===== config.mk =====
export PLATFORM = sky130hd
export DESIGN_NAME = fir_phase_sequencer
export DESIGN_NICKNAME = d
export VERILOG_FILES = /design/src/rtl/fir_phase_sequencer.sv
export SDC_FILE = /design/constraint.sdc
export NUM_CORES = 2
export LEC_CHECK = 0
export CAP_MARGIN = 20
export CORE_MARGIN = 4
export CORE_UTILIZATION = 55
export CTS_CLUSTER_DIAMETER = 120
export DETAILED_ROUTE_END_ITERATION = 7
export PLACE_DENSITY = 0.71
export SYNTH_ARGS = -nofsm -noshare
export SYNTH_HDL_FRONTEND = slang
export SYNTH_SLANG_ARGS = --single-unit
export TNS_END_PERCENT = 50

===== constraint.sdc =====
create_clock -name clk -period 16.5 [get_ports clk]
set_clock_uncertainty 0.15 [all_clocks]
set_input_delay 3.3 -clock clk [delete_from_list [all_inputs] [get_ports clk]]
set_output_delay 3.3 -clock clk [all_outputs]
set_load 0.005 [all_outputs]

===== src/rtl/fir_phase_sequencer.sv =====
// Serial 64-phase FIR engine for one equalizer band.
// Accepts one sample, shifts it into the delay line, then walks the phases
// doing one MAC per enabled cycle against an external combinational ROM.
// The saturated Q1.15 result is presented on a valid/ready output port.
module fir_phase_sequencer #(
  parameter int DATA_WIDTH  = 16,
  parameter int COEFF_WIDTH = 16,
  parameter int ACC_WIDTH   = 40,
  parameter int PHASE_WIDTH = 6
) (
  input  logic                          clk,
  input  logic                          rst,
  input  logic                          clk_enable,
  input  logic        [DATA_WIDTH-1:0]  in_sample,
  input  logic                          in_valid,
  output logic                          in_ready,
  output logic        [PHASE_WIDTH-1:0] coeff_addr,
  input  logic signed [COEFF_WIDTH-1:0] coeff_in,
  output logic        [DATA_WIDTH-1:0]  out_sample,
  output logic                          out_valid,
  input  logic                          out_ready,
  output logic                          busy,
  output logic        [PHASE_WIDTH-1:0] current_count,
  output logic                          phase_0,
  output logic                          phase_63
);

  localparam int NPH    = 1 << PHASE_WIDTH;
  localparam int PROD_W = DATA_WIDTH + COEFF_WIDTH;
  localparam logic [PHASE_WIDTH-1:0] LAST_PH = PHASE_WIDTH'(NPH - 1);
  localparam logic signed [ACC_WIDTH-1:0] SAT_MAX =
    {{(ACC_WIDTH-DATA_WIDTH+1){1'b0}}, {(DATA_WIDTH-1){1'b1}}};
  localparam logic signed [ACC_WIDTH-1:0] SAT_MIN = ~SAT_MAX;

  typedef enum logic {IDLE = 1'b0, RUN = 1'b1} state_e;

  state_e                        state_q, state_d;
  logic        [PHASE_WIDTH-1:0] cnt_q, cnt_d;
  logic signed [ACC_WIDTH-1:0]   acc_q, acc_d;
  logic signed [DATA_WIDTH-1:0]  x_q [NPH];
  logic        [DATA_WIDTH-1:0]  out_q, out_d;
  logic                          ov_q, ov_d;

  logic                          accept, step, last;
  logic signed [PROD_W-1:0]      prod;
  logic signed [ACC_WIDTH-1:0]   prod_ext, sum, shifted;
  logic        [DATA_WIDTH-1:0]  sat;

  assign accept = in_valid && in_ready;
  assign step   = clk_enable && (state_q == RUN);
  assign last   = step && (cnt_q == LAST_PH);

  // MAC datapath: full-precision product, sign-extended into the accumulator
  always_comb begin
    prod     = x_q[cnt_q] * coeff_in;
    prod_ext = {{(ACC_WIDTH-PROD_W){prod[PROD_W-1]}}, prod};
    sum      = acc_q + prod_ext;
    shifted  = sum >>> (COEFF_WIDTH-1);
    if (shifted > SAT_MAX)      sat = SAT_MAX[DATA_WIDTH-1:0];
    else if (shifted < SAT_MIN) sat = SAT_MIN[DATA_WIDTH-1:0];
    else                        sat = shifted[DATA_WIDTH-1:0];
  end

  // FSM state register
  always_ff @(posedge clk or negedge rst) begin
    if (!rst) state_q <= IDLE;
    else      state_q <= state_d;
  end

  // FSM next state: IDLE -> RUN on accept, RUN -> IDLE after the last phase
  always_comb begin
    state_d = state_q;
    case (state_q)
      IDLE: if (accept) state_d = RUN;
      RUN:  if (last)   state_d = IDLE;
      default: state_d = IDLE;
    endcase
  end

  // FSM outputs: accept only when the result slot is free or draining now
  always_comb begin
    in_ready = rst && clk_enable && (state_q == IDLE) && (!ov_q || out_ready);
    busy     = (state_q == RUN);
    phase_0  = busy && (cnt_q == '0);
    phase_63 = busy && (cnt_q == LAST_PH);
  end

  // Datapath next state: phase counter, accumulator, result slot
  always_comb begin
    cnt_d = cnt_q;
    acc_d = acc_q;
    out_d = out_q;
    ov_d  = ov_q;
    if (clk_enable && ov_q && out_ready) ov_d = 1'b0;
    if (accept) begin
      cnt_d = '0;
      acc_d = '0;
    end else if (step) begin
      acc_d = sum;
      cnt_d = last ? '0 : cnt_q + 1'b1;
      if (last) begin
        out_d = sat;
        ov_d  = 1'b1;
      end
    end
  end

  // Datapath registers
  always_ff @(posedge clk or negedge rst) begin
    if (!rst) begin
      cnt_q <= '0;
      acc_q <= '0;
      out_q <= '0;
      ov_q  <= 1'b0;
    end else begin
      cnt_q <= cnt_d;
      acc_q <= acc_d;
      out_q <= out_d;
      ov_q  <= ov_d;
    end
  end

  // Delay line: newest sample at x[0], shifted once per accepted input
  always_ff @(posedge clk or negedge rst) begin
    if (!rst) begin
      for (int k = 0; k < NPH; k++) x_q[k] <= '0;
    end else if (accept) begin
      for (int k = NPH-1; k > 0; k--) x_q[k] <= x_q[k-1];
      x_q[0] <= in_sample;
    end
  end

  assign coeff_addr    = cnt_q;
  assign current_count = cnt_q;
  assign out_sample    = out_q;
  assign out_valid     = ov_q;

endmodule


==> reports/results.ini <==
[critical_path]
criticalPathCategory = flip-flop to flip-flop
cp.arrival_ns = 12.07
critPathLaunchType = flip-flop
end_kind = flip-flop
path_max_fanout = 43
worstPathRequired_ns = 16.96

[floorplan]
die-width_um = 342
dieArea_mm2 = 0.117
die_h_um = 342
rows = 122
core-area_mm2 = 0.111
ios = 70
initial_core_util_pct = 55.4

[run]
maxCapViolCount = 0

[cells_and_area]
area_growth_pct = 9.00
drive_gt1_share_pct = 9.27
antenna_cells = 0
final_common_cell = nand2_1
final_cell_mix = nand2_1 (3216), dfrtp_1 (1083), inv_1 (415)
fill_cells = 8958
final_nets = 6781

[route]
drt-initial-drc-count = 3747
drc_errors = 0
ant_nets = 0
dr.pass1.iters = 5
wirelength_um = 132000
wl_per_cell_um = 16.8
via_count = 42600
vias_per_cell = 5.41

[timing]
slew_viol_final = 0
setup_violations = 0
post-route-period-util_pct = 70.4
relSlewSlack_pct = 15.6
setup_tns_ns = 0
rsz0062_at_grt = no
max_freq_ghz = 0.0861
worstMarginPinSlew_ns = 1.27
period_needed_ns = 11.61
finalHoldViolCount = 0

[global_routing]
grt_max_degree = 251
grt_usage_pct = 23.3
grt_pass1_wl_um = 224000
grt_pass1_vias = 42800
grt-ovfl-total = 0
antenna_found_initial = 0

[synth]
ys_types = 65
synth_cells = 6430
synth_area_mm2 = 0.0613
ys_ff_latch = 1088
synth_enable_flop_cells = 0
synth_fp_nets = 6914
synth.top_cell.area_share_pct = 44.4
ys_warn_count = 0
avgSynthCellArea_um2 = 9.53
async_reset_ff_share_pct = 100
synthTopCellsByArea = dfrtp_1 (44%), nand2_1 (20%), mux4_2 (12%)
yosysTopAreaCell = dfrtp_1
ys.flop_type = dfrtp_1
synth_seq_area_share_pct = 44.4

[clocking]
cts_setup_buffers = 0
cts.repair.resized = 0
cts_tree = built
post_cts_hold_buffer_count = 0
cts.htree.levels = 3
clock_path_buffers = 3
cts.clk_slew.worst_paths_ns = 0.06
cts-root-buf = clkbuf_16
clock_latency_ns = 0.70
clkSinkCount = 1088
numCtsBuffers = 110

[place]
hpwl_um = 83300
gp_congestion = 0.870
port_buffers = 69

[status]
status = finished clean

[worst_hold_path]
hold_path.class = flip-flop to flip-flop

[final timing paths]
| check | from | slack [ns] | cells after the start | to |
|---|---|---|---|---|
| max reg2reg | coeff_addr[0]$_DFFE_PN0P_ | 4.89 | 27 | out_sample[4]$_DFFE_PN0P_ |
| min | x_q[0]$_DFFE_PN0P_ | 0.32 | 2 | x_q[0]$_DFFE_PN0P_ |
| min in group asynchronous | rst | 2.36 | 1 | x_q[559]$_DFFE_PN0P_ |
| max in group asynchronous | rst | 10.33 | 5 | x_q[1002]$_DFFE_PN0P_ |
| min reg2reg | x_q[0]$_DFFE_PN0P_ | 0.32 | 2 | x_q[0]$_DFFE_PN0P_ |
| max | coeff_addr[0]$_DFFE_PN0P_ | 4.89 | 27 | out_sample[4]$_DFFE_PN0P_ |
[cell families (layout without fill, tap and decap cells)]
logic type / Yosys count / count (layout) / synth area share, %
and+or+nand+nor: 3545 / 3545 / 22.7
DFF: 1088 / 1088 / 44.4
buffers and inverters: 784 / 739 / 4.88
adders and majority gates: 447 / 447 / 13.2
muxes: 338 / 338 / 12.2
AOI/OAI and AO/OA: 191 / 191 / 2.03
xor gates and xnor gates: 37 / 37 / 0.572
[final cells by class]
type	instances	area [um^2]	share of cell area (%)
Clock inverter	45	559	0.837
Timing Repair Buffer	123	1270	1.90
Tap cell	1488	1860	2.79
Sequential cell	1088	27200	40.8
Clock buffer	155	3220	4.82
Inverter	416	1570	2.35
Multi-Input combinational cell	4558	31100	46.5
[cells in the mapped netlist, drive strengths merged, types with 7 or more instances]
library cell,instances
a21o,13
a21oi,43
and2,147
and3,11
buf,58
clkbuf,310
dfrtp,1088
fa,330
ha,117
inv,416
mux2,7
mux4,327
nand2,3219
nand2b,7
nand3,52
nor2,54
nor3,27
nor4,7
o21ai,63
o21bai,7
o32a,15
xnor2,23
xor2,14
[stage by stage]
stage / utilization, % / std cells / cell area (um^2) / setup slack (ns) / hold WS [ns]
final: 60.3 / 7873 / 66800 / 4.89 / 0.322
after global routing: 60.3 / 7873 / 66800 / 4.22 / 0.349
after CTS: 60.2 / 7868 / 66700 / 4.74 / 0.322
after detailed placement: 56.8 / 7668 / 62900 / 4.83 / 0.307
after global placement: 56.8 / 7668 / 62900 / 5.00 / 0.302
after floorplan: - / 6430 / 61300 / 6.40 / 0.291
[critical path: stages (launching register included)]
cell and delay (ns):
dfrtp_4 0.76, buf_4 0.77, buf_4 0.78, mux4_2 0.59
mux4_2 0.52, mux4_2 0.73, and2_1 0.29, fa_1 0.54
inv_1 0.05, fa_1 0.45, fa_1 0.55, inv_1 0.06
fa_1 0.52, fa_1 0.51, inv_1 0.05, fa_1 0.48
inv_1 0.04, ha_1 0.34, a21oi_1 0.17, a21oi_1 0.08
a311oi_1 0.62, a31oi_1 0.35, a21oi_1 0.34, o211ai_1 0.13
a31oi_1 0.43, xnor2_4 0.25, a21oi_2 0.60, o32a_1 0.28
[sequential cells by signal, summed over array words and instances, names as in the netlist]
name / count
acc_q: 40
x_q: 1024
busy: 1
coeff_addr: 6
out_valid: 1
out_sample: 16
[per-layer routing]
metal / GRT usage [%] / part of all wire, %
met1: 34.4 / 45
met2: 37.0 / 48
met3: 2.69 / 4.3
met4: 6.65 / 2.6
met5: 0 / 0
Power is not shown: default switching activity piles up to over one toggle a cycle in this logic, so the estimate is an artifact.
